`config.mk`:
```
export PLATFORM = sky130hd
export DESIGN_NAME = odd_sel_flat
export DESIGN_NICKNAME = d
export VERILOG_FILES = /design/src/rtl/odd_sel_if.sv /design/src/rtl/odd_sel.sv /design/src/flat_wrapper.sv
export SDC_FILE = /design/constraint.sdc
export NUM_CORES = 1
export LEC_CHECK = 0
export CORE_MARGIN = 2
export CORE_UTILIZATION = 48
export CTS_CLUSTER_DIAMETER = 120
export DETAILED_ROUTE_END_ITERATION = 8
export GPL_ROUTABILITY_DRIVEN = 0
export HOLD_SLACK_MARGIN = 0.08
export PLACE_DENSITY = 0.77
export SLEW_MARGIN = 10
export SYNTH_ARGS = -nofsm -noshare
export SYNTH_HDL_FRONTEND = slang
export SYNTH_SLANG_ARGS = --single-unit
```
`constraint.sdc`:
```
create_clock -name clk -period 2.8 [get_ports clk]
set_input_delay 0.56 -clock clk [delete_from_list [all_inputs] [get_ports clk]]
set_output_delay 0.56 -clock clk [all_outputs]
set_load 0.1 [all_outputs]
```
`src/rtl/odd_sel_if.sv`:
```
// Word-in / result-out bundle for the odd_sel parity checker.
// master drives the word under check, slave returns the registered result.
interface odd_sel_if #(
  parameter int DATA_W = 32,
  parameter int CNT_W  = $clog2(DATA_W + 1)
);
  logic [DATA_W-1:0] data;
  logic              sel;
  logic              in_valid;
  logic              check;
  logic [CNT_W-1:0]  ones_cnt;
  logic              out_valid;

  modport master (output data, sel, in_valid, input check, ones_cnt, out_valid);
  modport slave  (input data, sel, in_valid, output check, ones_cnt, out_valid);
endinterface

```
`src/rtl/odd_sel.sv`:
```
// odd_sel: two-stage registered parity / popcount checker.
// Stage 1 registers per-byte popcounts and parities, stage 2 reduces them.
// Optional sticky error flag: define ODD_SEL_STICKY_ERR_EN to add err_clr/err_sticky.

// One byte lane: popcount and XOR parity of up to 8 bits.
module odd_sel_lane #(
  parameter int W = 8
) (
  input  logic [W-1:0] d,
  output logic [3:0]   cnt,
  output logic         par
);
  // ripple count of set bits; parity is the XOR reduction
  always_comb begin
    cnt = 4'd0;
    for (int b = 0; b < W; b++) cnt = cnt + {3'd0, d[b]};
    par = ^d;
  end
endmodule

module odd_sel #(
  parameter int DATA_W = 32,
  parameter int CNT_W  = $clog2(DATA_W + 1)
) (
  input  logic       clk,
  input  logic       rst_n,
`ifdef ODD_SEL_STICKY_ERR_EN
  input  logic       err_clr,
  output logic       err_sticky,
`endif
  odd_sel_if.slave   bus
);
  localparam int NUM_B  = (DATA_W + 7) / 8;
  localparam int STAGES = 2;

  logic [NUM_B-1:0][3:0] lane_cnt;
  logic [NUM_B-1:0]      lane_par;
  logic [NUM_B-1:0][3:0] b_cnt;
  logic [NUM_B-1:0]      b_par;
  logic                  s1_sel;
  logic [STAGES-1:0]     vld_pipe;
  logic [CNT_W-1:0]      sum;
  logic                  par;

  // byte lanes; the top lane is partial when DATA_W is not a byte multiple
  for (genvar i = 0; i < NUM_B; i++) begin : g_lane
    localparam int LW = (DATA_W - 8*i) < 8 ? (DATA_W - 8*i) : 8;
    odd_sel_lane #(.W(LW)) u_lane (
      .d   (bus.data[8*i +: LW]),
      .cnt (lane_cnt[i]),
      .par (lane_par[i])
    );
  end

  // valid tags advance every cycle regardless of data
  always_ff @(posedge clk or negedge rst_n) begin
    if (!rst_n) vld_pipe <= '0;
    else        vld_pipe <= {vld_pipe[STAGES-2:0], bus.in_valid};
  end

  // stage 1: capture lane results and sel, only for valid words
  always_ff @(posedge clk or negedge rst_n) begin
    if (!rst_n) begin
      b_cnt  <= '0;
      b_par  <= '0;
      s1_sel <= 1'b0;
    end else if (bus.in_valid) begin
      b_cnt  <= lane_cnt;
      b_par  <= lane_par;
      s1_sel <= bus.sel;
    end
  end

  // reduce lane counts and parities
  always_comb begin
    sum = '0;
    for (int i = 0; i < NUM_B; i++) sum = sum + CNT_W'(b_cnt[i]);
    par = ^b_par;
  end

  // stage 2: results hold their last valid value when the tag is low
  always_ff @(posedge clk or negedge rst_n) begin
    if (!rst_n) begin
      bus.ones_cnt <= '0;
      bus.check    <= 1'b0;
    end else if (vld_pipe[0]) begin
      bus.ones_cnt <= sum;
      bus.check    <= s1_sel ? par : ~par;
    end
  end

  assign bus.out_valid = vld_pipe[STAGES-1];

`ifdef ODD_SEL_STICKY_ERR_EN
  // latch any failed check until cleared; clear wins over a same-cycle set
  always_ff @(posedge clk or negedge rst_n) begin
    if (!rst_n)                            err_sticky <= 1'b0;
    else if (err_clr)                      err_sticky <= 1'b0;
    else if (bus.out_valid && !bus.check)  err_sticky <= 1'b1;
  end
`endif
endmodule

```
`src/flat_wrapper.sv`:
```
// flat-port wrapper written by rule: the top's interface ports become plain ports
module odd_sel_flat 
#(
  parameter int DATA_W = 32,
  parameter int CNT_W  = $clog2(DATA_W + 1)
)
  (clk, rst_n, bus_data, bus_sel, bus_in_valid, bus_check, bus_ones_cnt, bus_out_valid);
  odd_sel_if #(.DATA_W(DATA_W), .CNT_W(CNT_W)) bus_i ();
  input  logic clk;
  input  logic rst_n;
  input wire logic [$bits(bus_i.data)-1:0] bus_data;
  input wire logic [$bits(bus_i.sel)-1:0] bus_sel;
  input wire logic [$bits(bus_i.in_valid)-1:0] bus_in_valid;
  output wire logic [$bits(bus_i.check)-1:0] bus_check;
  output wire logic [$bits(bus_i.ones_cnt)-1:0] bus_ones_cnt;
  output wire logic [$bits(bus_i.out_valid)-1:0] bus_out_valid;
  assign bus_i.data = bus_data;
  assign bus_i.sel = bus_sel;
  assign bus_i.in_valid = bus_in_valid;
  assign bus_check = bus_i.check;
  assign bus_ones_cnt = bus_i.ones_cnt;
  assign bus_out_valid = bus_i.out_valid;
  odd_sel #(.DATA_W(DATA_W), .CNT_W(CNT_W)) u_core (.clk(clk), .rst_n(rst_n), .bus(bus_i));
endmodule
```
==> results.json <==
{
  "result_of_the_run": "finished, violations left",
  "core_um2": 4790,
  "cts_tree": "yes",
  "final-seq-area_um2": 751,
  "cts-buffers-inserted": 5,
  "worstSkewPairLatency_ns": 0.28,
  "detail_route.wirelength_um": 4210,
  "end_kind": "flop",
  "worst-setup-path-type": "input port to flop",
  "power_density_nw_per_um2": 974,
  "critPathMaxFanout": 2,
  "p_leak_nw": 1.62,
  "pin_count_of_the_biggest_net_entering_global_routing": 35,
  "dr.first_iter.drc_count": 43,
  "final_hold_viol_count": 0,
  "global_route.usage.total": 0.172,
  "synth_seq_cells": 30,
  "clock_tree.buffer_depth": 2,
  "data_required_time_at_the_worst_endpoint_ns": 3.00,
  "gr-total-overflow": 0,
  "fillerInstances": 366,
  "grt_setup_unrepaired": "yes",
  "timing.fmax_mhz": 354,
  "clkTransAtPathRegs_ns": 0.06,
  "grtUsageMet2": 0.300,
  "critPathArrivalTime_ns": 3.03,
  "first_pass_grt_wire_length_um": 7330,
  "cap_violations": 0,
  "worst_slack_ns": -0.0279,
  "clkSinkCount": 30,
  "yosysUniqueCellTypes": 17,
  "floorplan.rows": 25,
  "antenna_cells_inserted": 0,
  "p_total_w": 0.00323,
  "final_nets": 389,
  "via_count_normalized_by_instance_count": 4.54,
  "ctsHoldBuffers": 0,
  "number_of_antenna_violations_at_the_first_check_in_global_routing": 0,
  "violations": "negative setup slack",
  "cts_htree_levels": 2,
  "initial_core_util": 0.506,
  "worst-slew-pin-transition_ns": 0.385,
  "gr-max-usage-layer": "met2",
  "synth_cells": 236,
  "die_w_um": 75.1,
  "detailedPlacementHpwl_um": 3420,
  "routed-via-count": 1704,
  "leading_cell_types_in_the_layout_fill_and_taps_excluded": "inv_1 (46), buf_4 (34), dfrtp_1 (30), xnor2_1 (28), clkdlybuf4s50_1 (23)",
  "report.final.slew_viol_count": 0,
  "drc_errors": 0,
  "yosys_synthesis_warning_count": 0,
  "clock-skew-final_ns": 0.00160,
  "first_global_vias": 1765,
  "drt-wirelength-per-cell_um": 11.2,
  "p_r_area_growth_vs_syn_pct": 36.8,
  "global_route.usage.met1": 0.216,
  "finalSetupViolCount": 4,
  "dieHeight_um": 75.1,
  "synth_sequential_area_ratio": 0.310,
  "synth_fp_nets": 318,
  "dieArea_um2": 5630,
  "firstDrtPassIters": 3,
  "layout-drive-gt1-share": 0.331,
  "maxSlewHeadroom": 0.743,
  "layout_commonest_cell": "inv_1",
  "tns_ns": -0.0775,
  "final_min_period_over_clock_period": 1.01,
  "hold_path_class": "flop to flop",
  "gr-usage-met3": 0.0442,
  "io_buffers": 43,
  "critPathLaunchType": "input port",
  "mapped_area_um2": 2420,
  "area_of_the_multi_input_gates_um2": 1510,
  "route.antenna.remaining_nets": 0,
  "io_pins": 44,
  "max_vdd_drop_v": 0.000699,
  "root_buffer": "clkbuf_8",
  "synth_area_per_cell_um2": 10.3,
  "fin_crit_ns": 2.83
}
## logic make-up after synthesis
kind of cell,count (synthesis),share of synthesized area
buf+inv,68,0.107
fa+ha+maj,46,0.306
xor+xnor,36,0.130
flops,30,0.310
compound gates,26,0.0589
simple gates,17,0.0284
mux,13,0.0604
## timing repair
| action | CTS | global route |
|---|---|---|
| setup buffers | 2 | 6 |
| endpoints found under the hold margin | 0 | 0 |
| setup endpoints to repair | 16 | 11 |
| gates resized for setup | 77 | 23 |
| pin swaps | 21 | 24 |
| cloned | 0 | 0 |
## synthesized netlist by cell type
| master | number | area, um^2 |
|---|---|---|
| nand2_1 | 8 | 30.0 |
| inv_1 | 63 | 236 |
| dfrtp_1 | 30 | 751 |
| buf_2 | 3 | 15.0 |
| ha_1 | 24 | 300 |
| nor2_1 | 7 | 26.3 |
| o21ai_0 | 5 | 25.0 |
| a21o_1 | 3 | 22.5 |
| o22ai_1 | 4 | 25.0 |
| nand2b_1 | 1 | 6.26 |
| xnor2_1 | 29 | 254 |
| a21oi_1 | 14 | 70.1 |
| fa_1 | 22 | 440 |
| mux2_2 | 13 | 146 |
| nor2b_1 | 1 | 6.26 |
| xor2_1 | 7 | 61.3 |
| clkbuf_1 | 2 | 7.51 |
## per-layer routing
metal	vias up	routed length, um
met5	-	0
met4	0	22
met3	4	148
met2	25	2190
met1	824	1850
li1	851	-
## through the flow
stage               cell area [um^2]  worst slack [ns]   util  hold slack (ns)  instances
finish                          3310           -0.0279  0.693            0.507        375
global route                    3310           -0.0898  0.693            0.527        375
CTS                             3180            -0.104  0.664            0.513        369
detailed placement              3050            -0.808  0.637            0.499        359
global placement                3050            -0.761  0.637            0.496        359
floorplan                       2440            -0.151      -            0.264        236
## flip-flops by register name (all words and copies together), names as in the netlist
name	flops
u_core.b_cnt	16
u_core.b_par	4
u_core.bus.check	1
u_core.bus.ones_cnt	6
u_core.s1_sel	1
u_core.vld_pipe	2
## final cells by class
type / count / share of cell area
multi-input cells: 138 / 0.456
flip-flops and latches: 30 / 0.227
repair buffers: 69 / 0.184
inverters: 63 / 0.0744
clock buffers: 8 / 0.0332
well taps: 67 / 0.0253
## report_power, final
part	internal (W)	switching [W]
clock	0.000248	0.000156
sequential	0.000599	0.0000953
combinational	0.000979	0.00115
## path summary, 6_finish.rpt
check / startpoint / endpoint / slack, ns / cells past startpoint
max: bus_data[24] / u_core.b_cnt[13]$_DFFE_PN0P_ / -0.03 / 10
min: u_core.bus.ones_cnt[2]$_DFFE_PN0P_ / u_core.bus.ones_cnt[2]$_DFFE_PN0P_ / 0.51 / 1
max reg2reg: u_core.b_cnt[4]$_DFFE_PN0P_ / u_core.bus.ones_cnt[4]$_DFFE_PN0P_ / 0.13 / 11
min reg2reg: u_core.bus.ones_cnt[2]$_DFFE_PN0P_ / u_core.bus.ones_cnt[2]$_DFFE_PN0P_ / 0.51 / 1
max in group asynchronous: rst_n / u_core.bus.ones_cnt[4]$_DFFE_PN0P_ / 1.84 / 2
min in group asynchronous: rst_n / u_core.s1_sel$_DFFE_PN0P_ / 0.67 / 2
## critical path, stage by stage
cell and delay (ns):
buf_8 0.08, inv_4 0.03, fa_1 0.55, fa_1 0.44
fa_1 0.51, inv_2 0.05, ha_4 0.15, fa_2 0.51
nand2_1 0.05, o21ai_1 0.10
Note: power is estimated with default switching activity, not from simulation.
==> RTL change, RTL diff (config.mk and constraints unchanged) <==
`DATA_W` is set to 32 in 3 places; all go to 64.
--- a/src/rtl/odd_sel_if.sv
+++ b/src/rtl/odd_sel_if.sv
@@ -3,3 +3,3 @@
 interface odd_sel_if #(
-  parameter int DATA_W = 32,
+  parameter int DATA_W = 64,
   parameter int CNT_W  = $clog2(DATA_W + 1)
--- a/src/rtl/odd_sel.sv
+++ b/src/rtl/odd_sel.sv
@@ -21,3 +21,3 @@
 module odd_sel #(
-  parameter int DATA_W = 32,
+  parameter int DATA_W = 64,
   parameter int CNT_W  = $clog2(DATA_W + 1)
--- a/src/flat_wrapper.sv
+++ b/src/flat_wrapper.sv
@@ -3,3 +3,3 @@
 #(
-  parameter int DATA_W = 32,
+  parameter int DATA_W = 64,
   parameter int CNT_W  = $clog2(DATA_W + 1)
Ports: changed (resized bus_data and bus_ones_cnt); port bits go from 44 to 77. The function was not compared with the original's and may differ.
==> RTL change against the original RTL <==
The run still ends with negative setup slack left. Critical path type is now reg -> reg. Final cell count rose by 87%. Critical path depth rose by 4. Clock skew rose by 0.0099 ns. Fmax fell by 34%. Routed wire length rose by 110%. Synthesized area rose by 90%. Non-clock buffer count rose by 72. First-iteration DRC count rose by 98%. Worst setup slack got worse by 1.5 ns. Critical endpoint is now u_core.bus.ones_cnt[6]$_DFFE_PN0P_. Sequential cell count rose by 21. Count of clock-buffer cells in the layout fell by 1. Cell area rose by 90%.
Power is not shown: default switching activity piles up to over one toggle a cycle in this logic, so the estimate is an artifact.
==> RTL change: results (changes against the original RTL) <==
metric	value	unit	change
share of cells above drive strength 1	32.4	%	was 33.1%
met2 Usage GRT	33.5	%	was 30.0%
most instantiated cells after synthesis	119 x inv_1, 51 x dfrtp_1, 51 x fa_1		was 63 x inv_1, 30 x dfrtp_1, 29 x xnor2_1
Post-CTS Setup Bufs	10		was 2
Worst R2R Path Depth	14		was 11
synthesized area per cell	10.7	um^2	was 10.3 um^2
ranking of synthesized cells by area	dfrtp_1 28%, fa_1 22%, ha_1 13%		was dfrtp_1 31%, fa_1 18%, ha_1 12%
clk_lat worst skew	0.31	ns	was 0.28 ns
Post-layout nets	739		was 389
slew at the pin with the worst max-slew slack	0.369	ns	was 0.385 ns
GRT Resource Usage Total	18.4	%	was 17.2%
wire per inst	12.5	um	was 11.2 um
Tightest Hold Check Type	in -> async		was reg -> reg
worst-path fanout max	3		was 2
Placed Cells	676		was 359
Layout fillers	709		was 366
detailed placer's ending HPWL	7050	um	was 3420 um
syn_nets	598		was 318
slowest cell delay on critical path	0.52	ns	was 0.55 ns
outcome	finished with violations		unchanged
vias in the first global route	3468		was 1765
final setup fails	18		was 4
Worst Skew	0.0115	ns	was 0.00160 ns
Initial DRT Pass Iterations	4		was 3
post-synth top area share	27.7	%	was 31.0%
Post-Synth Adder-Cell Area	34.9	%	was 30.6%
first-pass GRT wire length	15200	um	was 7330 um
Synth Area in XOR/XNOR	13.0	%	about the same
clk slew on worst S/H paths	0.10	ns	was 0.06 ns
leading registers by flop count	u_core.b_cnt: 32 flops, u_core.b_par: 8 flops, u_core.bus.ones_cnt: 7 flops		was u_core.b_cnt: 16 flops, u_core.bus.ones_cnt: 6 flops, u_core.b_par: 4 flops
PnR worst setup slack	-1.50	ns	was -0.0279 ns
mux cell area share after synthesis	7.21	%	was 6.04%
placed inst area	0.00592	mm^2	was 0.00305 mm^2
sequential fraction of the synthesis area	27.7	%	was 31.0%
met3 Use GR	3.01	%	was 4.42%
failing checks	negative setup slack		unchanged
met1 GRT Util	23.4	%	was 21.6%
## RTL change: cell count changes after synthesis, moves of 2 or more
cell / before / now
inv_1: 63 / 119
nand2_1: 8 / 14
buf_1: 0 / 2
mux2i_1: 0 / 4
dfrtp_1: 30 / 51
o22ai_1: 4 / 8
xnor2_1: 29 / 49
ha_1: 24 / 47
xor2_1: 7 / 17
mux2_2: 13 / 26
fa_1: 22 / 51
## RTL change: layout make-up
cell class / count / area, um^2 / share of cell area, %
well taps: 129 / 161 / 2.56
multi-input cells: 255 / 3110 / 49.3
repair buffers: 141 / 1210 / 19.3
clock buffers: 7 / 86.3 / 1.37
inverters: 119 / 447 / 7.09
flip-flops and latches: 51 / 1280 / 20.3
clock inverters: 1 / 8.76 / 0.139
## RTL change: final timing paths
| check | startpoint | end | slack, ns |
|---|---|---|---|
| max | u_core.b_cnt[4]$_DFFE_PN0P_ | u_core.bus.ones_cnt[6]$_DFFE_PN0P_ | -1.50 |
| min | rst_n | u_core.b_cnt[16]$_DFFE_PN0P_ | 0.23 |
| max reg2reg | u_core.b_cnt[4]$_DFFE_PN0P_ | u_core.bus.ones_cnt[6]$_DFFE_PN0P_ | -1.50 |
| min reg2reg | u_core.bus.ones_cnt[5]$_DFFE_PN0P_ | u_core.bus.ones_cnt[5]$_DFFE_PN0P_ | 0.51 |
| max in group asynchronous | rst_n | u_core.b_cnt[5]$_DFFE_PN0P_ | 2.27 |
| min in group clk | u_core.bus.ones_cnt[5]$_DFFE_PN0P_ | u_core.bus.ones_cnt[5]$_DFFE_PN0P_ | 0.51 |
## RTL change: cells by family (layout without fill, tap and decap cells)
group,count (synthesis),count (layout)
DFF,51,51
adders and majority gates,98,98
buffers and inverters,126,268
muxes,30,30
xor gates and xnor gates,67,67
AOI/OAI and AO/OA,38,38
and+or+nand+nor,22,22
